File: config.mk
export PLATFORM = sky130hd
export DESIGN_NAME = cpu_status_unit
export DESIGN_NICKNAME = d
export VERILOG_FILES = /design/src/rtl/cpu_status_unit_pkg.sv /design/src/rtl/cpu_status_unit_bcd_adjust.sv /design/src/rtl/cpu_status_unit.sv
export SDC_FILE = /design/constraint.sdc
export NUM_CORES = 1
export LEC_CHECK = 0
export ABC_AREA = 1
export CAP_MARGIN = 25
export CORE_UTILIZATION = 38
export CTS_CLUSTER_DIAMETER = 80
export DETAILED_ROUTE_END_ITERATION = 8
export HOLD_SLACK_MARGIN = 0.02
export PLACE_DENSITY = 0.81
export SYNTH_ARGS = -nofsm -noshare
export SYNTH_HDL_FRONTEND = slang
export SYNTH_SLANG_ARGS = --single-unit
File: constraint.sdc
create_clock -name clk -period 1.8 [get_ports clk]
set_clock_uncertainty 0.1 [all_clocks]
set_input_delay 0.18 -clock clk [delete_from_list [all_inputs] [get_ports clk]]
set_output_delay 0.18 -clock clk [all_outputs]
set_load 0.005 [all_outputs]
File: src/rtl/cpu_status_unit_pkg.sv
// Shared types for the 6502 status unit: flag command encoding, P bit positions,
// and the branch-condition flag selector.
package cpu_status_unit_pkg;

  typedef enum logic [3:0] {
    FOP_NONE = 4'd0,
    FOP_NZ   = 4'd1,
    FOP_NZC  = 4'd2,
    FOP_NZCV = 4'd3,
    FOP_BIT  = 4'd4,
    FOP_CLC  = 4'd5,
    FOP_SEC  = 4'd6,
    FOP_CLI  = 4'd7,
    FOP_SEI  = 4'd8,
    FOP_CLD  = 4'd9,
    FOP_SED  = 4'd10,
    FOP_CLV  = 4'd11,
    FOP_PLP  = 4'd12,
    FOP_INT  = 4'd13
  } flag_op_e;

  localparam int P_C = 0;
  localparam int P_Z = 1;
  localparam int P_I = 2;
  localparam int P_D = 3;
  localparam int P_B = 4;
  localparam int P_U = 5;
  localparam int P_V = 6;
  localparam int P_N = 7;

  localparam logic [1:0] COND_N = 2'b00;
  localparam logic [1:0] COND_V = 2'b01;
  localparam logic [1:0] COND_C = 2'b10;
  localparam logic [1:0] COND_Z = 2'b11;

endpackage

File: src/rtl/cpu_status_unit_bcd_adjust.sv
// Nibble-wise BCD correction of a binary ALU result; purely combinational.
// Each nibble wraps on its own: no carry crosses from low to high nibble.
module cpu_status_unit_bcd_adjust (
  input  logic [7:0] alu_out,
  input  logic       hc,
  input  logic       co,
  input  logic       sub,
  output logic [7:0] adj_out
);

  logic [3:0] lo_delta;
  logic [3:0] hi_delta;

  // Subtracting 6 in a 4-bit nibble is the same as adding 0xA.
  always_comb begin
    lo_delta = 4'h0;
    hi_delta = 4'h0;
    if (sub) begin
      if (!hc) lo_delta = 4'hA;
      if (!co) hi_delta = 4'hA;
    end else begin
      if (hc) lo_delta = 4'h6;
      if (co) hi_delta = 4'h6;
    end
  end

  assign adj_out = {alu_out[7:4] + hi_delta, alu_out[3:0] + lo_delta};

endmodule

File: src/rtl/cpu_status_unit.sv
// 6502 processor status register P, decimal adjust of the ALU result, branch
// condition evaluation and the one-instruction-delayed IRQ mask.
module cpu_status_unit
  import cpu_status_unit_pkg::*;
#(
  parameter bit CMOS_DECIMAL = 1'b0,
  parameter bit RESET_D      = 1'b0
) (
  input  logic       clk,
  input  logic       reset,
  input  logic       clk_en,
  input  logic       rdy,
  input  logic [7:0] alu_out,
  input  logic       alu_co,
  input  logic       alu_v,
  input  logic       alu_z,
  input  logic       alu_n,
  input  logic       alu_hc,
  input  logic       adj_sub,
  input  logic [3:0] flag_op,
  input  logic [7:0] db_in,
  input  logic       sync,
  input  logic       php_brk,
  input  logic [2:0] cond_sel,
  output logic [7:0] adj_out,
  output logic [7:0] p_out,
  output logic       d_flag,
  output logic       c_flag,
  output logic       irq_mask,
  output logic       cond_true
);

  logic n_r, v_r, d_r, i_r, z_r, c_r;
  logic [7:0] bcd_out;
  logic adj_en, n_src, z_src, sel_flag, upd_en;
  flag_op_e op;

  assign op     = flag_op_e'(flag_op);
  assign upd_en = clk_en && rdy;

  cpu_status_unit_bcd_adjust u_bcd (
    .alu_out (alu_out),
    .hc      (alu_hc),
    .co      (alu_co),
    .sub     (adj_sub),
    .adj_out (bcd_out)
  );

  assign adj_en  = d_r && (op == FOP_NZCV);
  assign adj_out = adj_en ? bcd_out : alu_out;

  // CMOS parts derive N/Z from the corrected result in decimal mode.
  assign n_src = (CMOS_DECIMAL && d_r) ? adj_out[7] : alu_n;
  assign z_src = (CMOS_DECIMAL && d_r) ? (adj_out == 8'h00) : alu_z;

  always_ff @(posedge clk or posedge reset) begin
    if (reset) begin
      n_r      <= 1'b0;
      v_r      <= 1'b0;
      d_r      <= RESET_D;
      i_r      <= 1'b1;
      z_r      <= 1'b0;
      c_r      <= 1'b0;
      irq_mask <= 1'b1;
    end else if (upd_en) begin
      // Sample I before this cycle's flag update takes effect.
      if (sync) irq_mask <= i_r;
      case (op)
        FOP_NZ:   begin n_r <= n_src; z_r <= z_src; end
        FOP_NZC:  begin n_r <= n_src; z_r <= z_src; c_r <= alu_co; end
        FOP_NZCV: begin n_r <= n_src; z_r <= z_src; c_r <= alu_co; v_r <= alu_v; end
        FOP_BIT:  begin n_r <= db_in[P_N]; v_r <= db_in[P_V]; z_r <= alu_z; end
        FOP_CLC:  c_r <= 1'b0;
        FOP_SEC:  c_r <= 1'b1;
        FOP_CLI:  i_r <= 1'b0;
        FOP_SEI:  i_r <= 1'b1;
        FOP_CLD:  d_r <= 1'b0;
        FOP_SED:  d_r <= 1'b1;
        FOP_CLV:  v_r <= 1'b0;
        FOP_PLP: begin
          n_r <= db_in[P_N];
          v_r <= db_in[P_V];
          d_r <= db_in[P_D];
          i_r <= db_in[P_I];
          z_r <= db_in[P_Z];
          c_r <= db_in[P_C];
        end
        FOP_INT: begin
          i_r      <= 1'b1;
          irq_mask <= 1'b1;
        end
        default: ;
      endcase
    end
  end

  logic unused_db;
  assign unused_db = ^{db_in[P_U], db_in[P_B]};

  always_comb begin
    p_out      = 8'h00;
    p_out[P_N] = n_r;
    p_out[P_V] = v_r;
    p_out[P_U] = 1'b1;
    p_out[P_B] = php_brk;
    p_out[P_D] = d_r;
    p_out[P_I] = i_r;
    p_out[P_Z] = z_r;
    p_out[P_C] = c_r;
  end

  assign d_flag = d_r;
  assign c_flag = c_r;

  always_comb begin
    case (cond_sel[2:1])
      COND_N:  sel_flag = n_r;
      COND_V:  sel_flag = v_r;
      COND_C:  sel_flag = c_r;
      COND_Z:  sel_flag = z_r;
      default: sel_flag = n_r;
    endcase
  end

  assign cond_true = (sel_flag == cond_sel[0]);

endmodule
==> metrics.cfg <==
[worst_setup_path]
timing.setup.critical_path_class=in -> out
worst_path_largest_cell_delay_ns=0.34
worst_path_dominant_cell_family=adder cells
critical_path_required_ns=1.52
worstPathCellList=buf_8 > ha_4 > inv_2 > ha_4 > inv_2 > fa_2 > nand2_1 > inv_1 > o21ai_2 > xnor2_1 > buf_2
end_kind=output port
cp.arrival_ns=1.56
timing.critical_path.fanout_max=3
critical_path.slowest_cell=sky130_fd_sc_hd__fa_2
crit_path_start_kind=input port
critical_path.n_buffers_inverters=5
worst_r2r_setup_slack_ns=0.81

[clock_network]
tritoncts_clock_tree=built
clock_latency_ns=0.26
clk_path_buf_depth=2
clk_pin_slew_worst_paths_ns=0.05
cts_inserted_buffers=3
cts_root_buf=sky130_fd_sc_hd__clkbuf_4
clock_tree.htree_level_count=1
postCtsHoldBufs=0
cts_sinks=7

[drt]
detail_route.iter0.violations=17
met3_length_um=122
dr_wl_met2_um=1360
maxUsedRoutingLayer=met4
drc=0
detail_route.wl_per_cell_um=11.6
drt.antenna.violating_nets=0
via_per_inst=4.71
postRouteWirelength_um=2570
detailedRoute.firstPassIterationCount=4
via_count=1041
drt-met1-wl_um=1030

[global_route]
antenna_found_initial=0
global_route.overflow_total=0
global_route_wire_length_before_repair_um=4370
grt_pass1_vias=1066
grt_util_all_layers_pct=22.8
grt_start_max_net_pins=11

[finish]
post-route-util_pct=66.5
synthToLayoutAreaGrowth_pct=60.7
drive_above_1_share_pct=27.5
layout.nets=237
n_antenna_cell=0
nFillCells=228

[placement]
dp_slack_ns=-0.964
io_buffers=45
post-dp-hpwl_um=1980
gp_congestion=0.803

[sta]
setup_viol=2
final-hold-violation-count=0
period_needed_ns=1.84
grt_setup_unrepaired=yes
max_clock_freq_mhz=544
slew_violations=0
postLayoutSetupSlackWorst_ns=-0.0387
final.period_utilization_pct=102

[floorplan]
dieHeight_um=51.6
start_util_pct=41.4
std_cell_rows=17
core-area_um2=2250
die_x_um=51.6
top_level_ports=55
die-area_um2=2660

[pwr]
totalPowerFinal_mw=0.807
vdd_ir_drop_max_v=0.000336
power.density_cell_area_nw_per_um2=538
leakage_nw=0.774

[yosys]
async_set_or_reset_flop_fraction_in_the_synthesized_netlist_pct=100
synthesis.nets=188
ys_seq_area_share_pct=19.0
number_of_synthesized_flops_with_an_enable_pin=0
synth.distinct_cells=27
yosys.cell_count.top_type=sky130_fd_sc_hd__nand2_1
ys_warn_count=0
synth_largest_area_cell=sky130_fd_sc_hd__nand2_1
yosys.area.top_type_share_pct=19.3
yosys-top-cells-count=sky130_fd_sc_hd__nand2_1, sky130_fd_sc_hd__inv_1, sky130_fd_sc_hd__buf_4
synth.avg_cell_area_um2=6.44
syn_area_um2=933
netlist_top_cells_area=sky130_fd_sc_hd__nand2_1, sky130_fd_sc_hd__dfrtp_1, sky130_fd_sc_hd__inv_1, sky130_fd_sc_hd__buf_4, sky130_fd_sc_hd__ha_1
number_of_register_bits_inferred_by_synthesis=7
prevailing_post_synth_register_cell=sky130_fd_sc_hd__dfrtp_1
postSynthCellCount=145

[hold_path]
hold_path.class=in -> async

[run_status]
failed_checks=negative setup slack
run_status=finished with violations

[job]
maxCapViolCount=0

path summary, 6_finish.rpt:
kind | cells after the start | from | endpoint
setup / recovery | 11 | adj_sub | adj_out[7]
hold / removal | 2 | reset | n_r
setup reg to reg | 2 | d_flag | d_flag
hold reg to reg | 2 | i_r | i_r
max in group asynchronous | 2 | reset | i_r
min in group clk | 0 | php_brk | p_out[4]
metal layers:
metal,track usage [%],vias up
met3,4.97,6
met5,0,-
met1,23.7,467
li1,-,531
met4,13.1,0
met2,41.6,37
cell type report:
cell class | instances | area [µm²] | area share, %
clock buffers | 4 | 26.3 | 1.75
inverters | 26 | 104 | 6.92
multi-input cells | 102 | 652 | 43.5
flip-flops and latches | 7 | 178 | 11.8
well taps | 28 | 35.0 | 2.34
repair buffers | 54 | 505 | 33.7
cell usage in the layout, fill, tap and decap left out, drive strengths merged, types with 5 or more instances in the layout:
cell type	netlist	routed
ha	6	6
dfrtp	5	5
nor2	12	12
buf	10	16
dlygate4sd2	0	8
nand3	9	9
clkdlybuf4s50	0	26
o21ai	8	8
nand2	52	52
inv	23	23
stage by stage:
step / setup TNS, ns / hold slack, ns / instances / area [µm²]
2_1_floorplan: 0 / -0.118 / 145 / 933
3_3_place_gp: -4.11 / 0.260 / 216 / 1400
3_5_place_dp: -4.34 / 0.260 / 216 / 1400
4_1_cts: -0.0496 / 0.0622 / 221 / 1480
5_1_grt: -0.242 / 0.0763 / 221 / 1500
6_report: -0.0599 / 0.0500 / 221 / 1500
cell families (layout without fill, tap and decap cells):
family                     count (synthesis)  in the layout  synth area share [%]
AOI/OAI and AO/OA                         16             16                  11.0
xor gates and xnor gates                   3              3                  2.82
adders and majority gates                  8              8                  12.3
buffers and inverters                     36             84                  18.6
DFF                                        7              7                  19.0
other                                      1              1                 0.402
and+or+nand+nor                           74             74                  35.8
flip-flops by register name, summed over array words and instances (netlist names):
name	flops
v_r	1
i_r	1
d_flag	1
z_r	1
n_r	1
c_flag	1
irq_mask	1
report_power, final:
part           total (mW)  internal (mW)  leakage [nW]  switching [mW]
logic               0.419          0.239         0.678           0.180
registers           0.236          0.206        0.0811          0.0309
clock network       0.152         0.0851        0.0150          0.0664
what timing repair did:
action,in CTS,in global routing
setup buffers,1,0
endpoints found under the setup margin,7,6
pin swaps,11,10
resized for setup,61,10
Power figures use the tool's default switching activity.
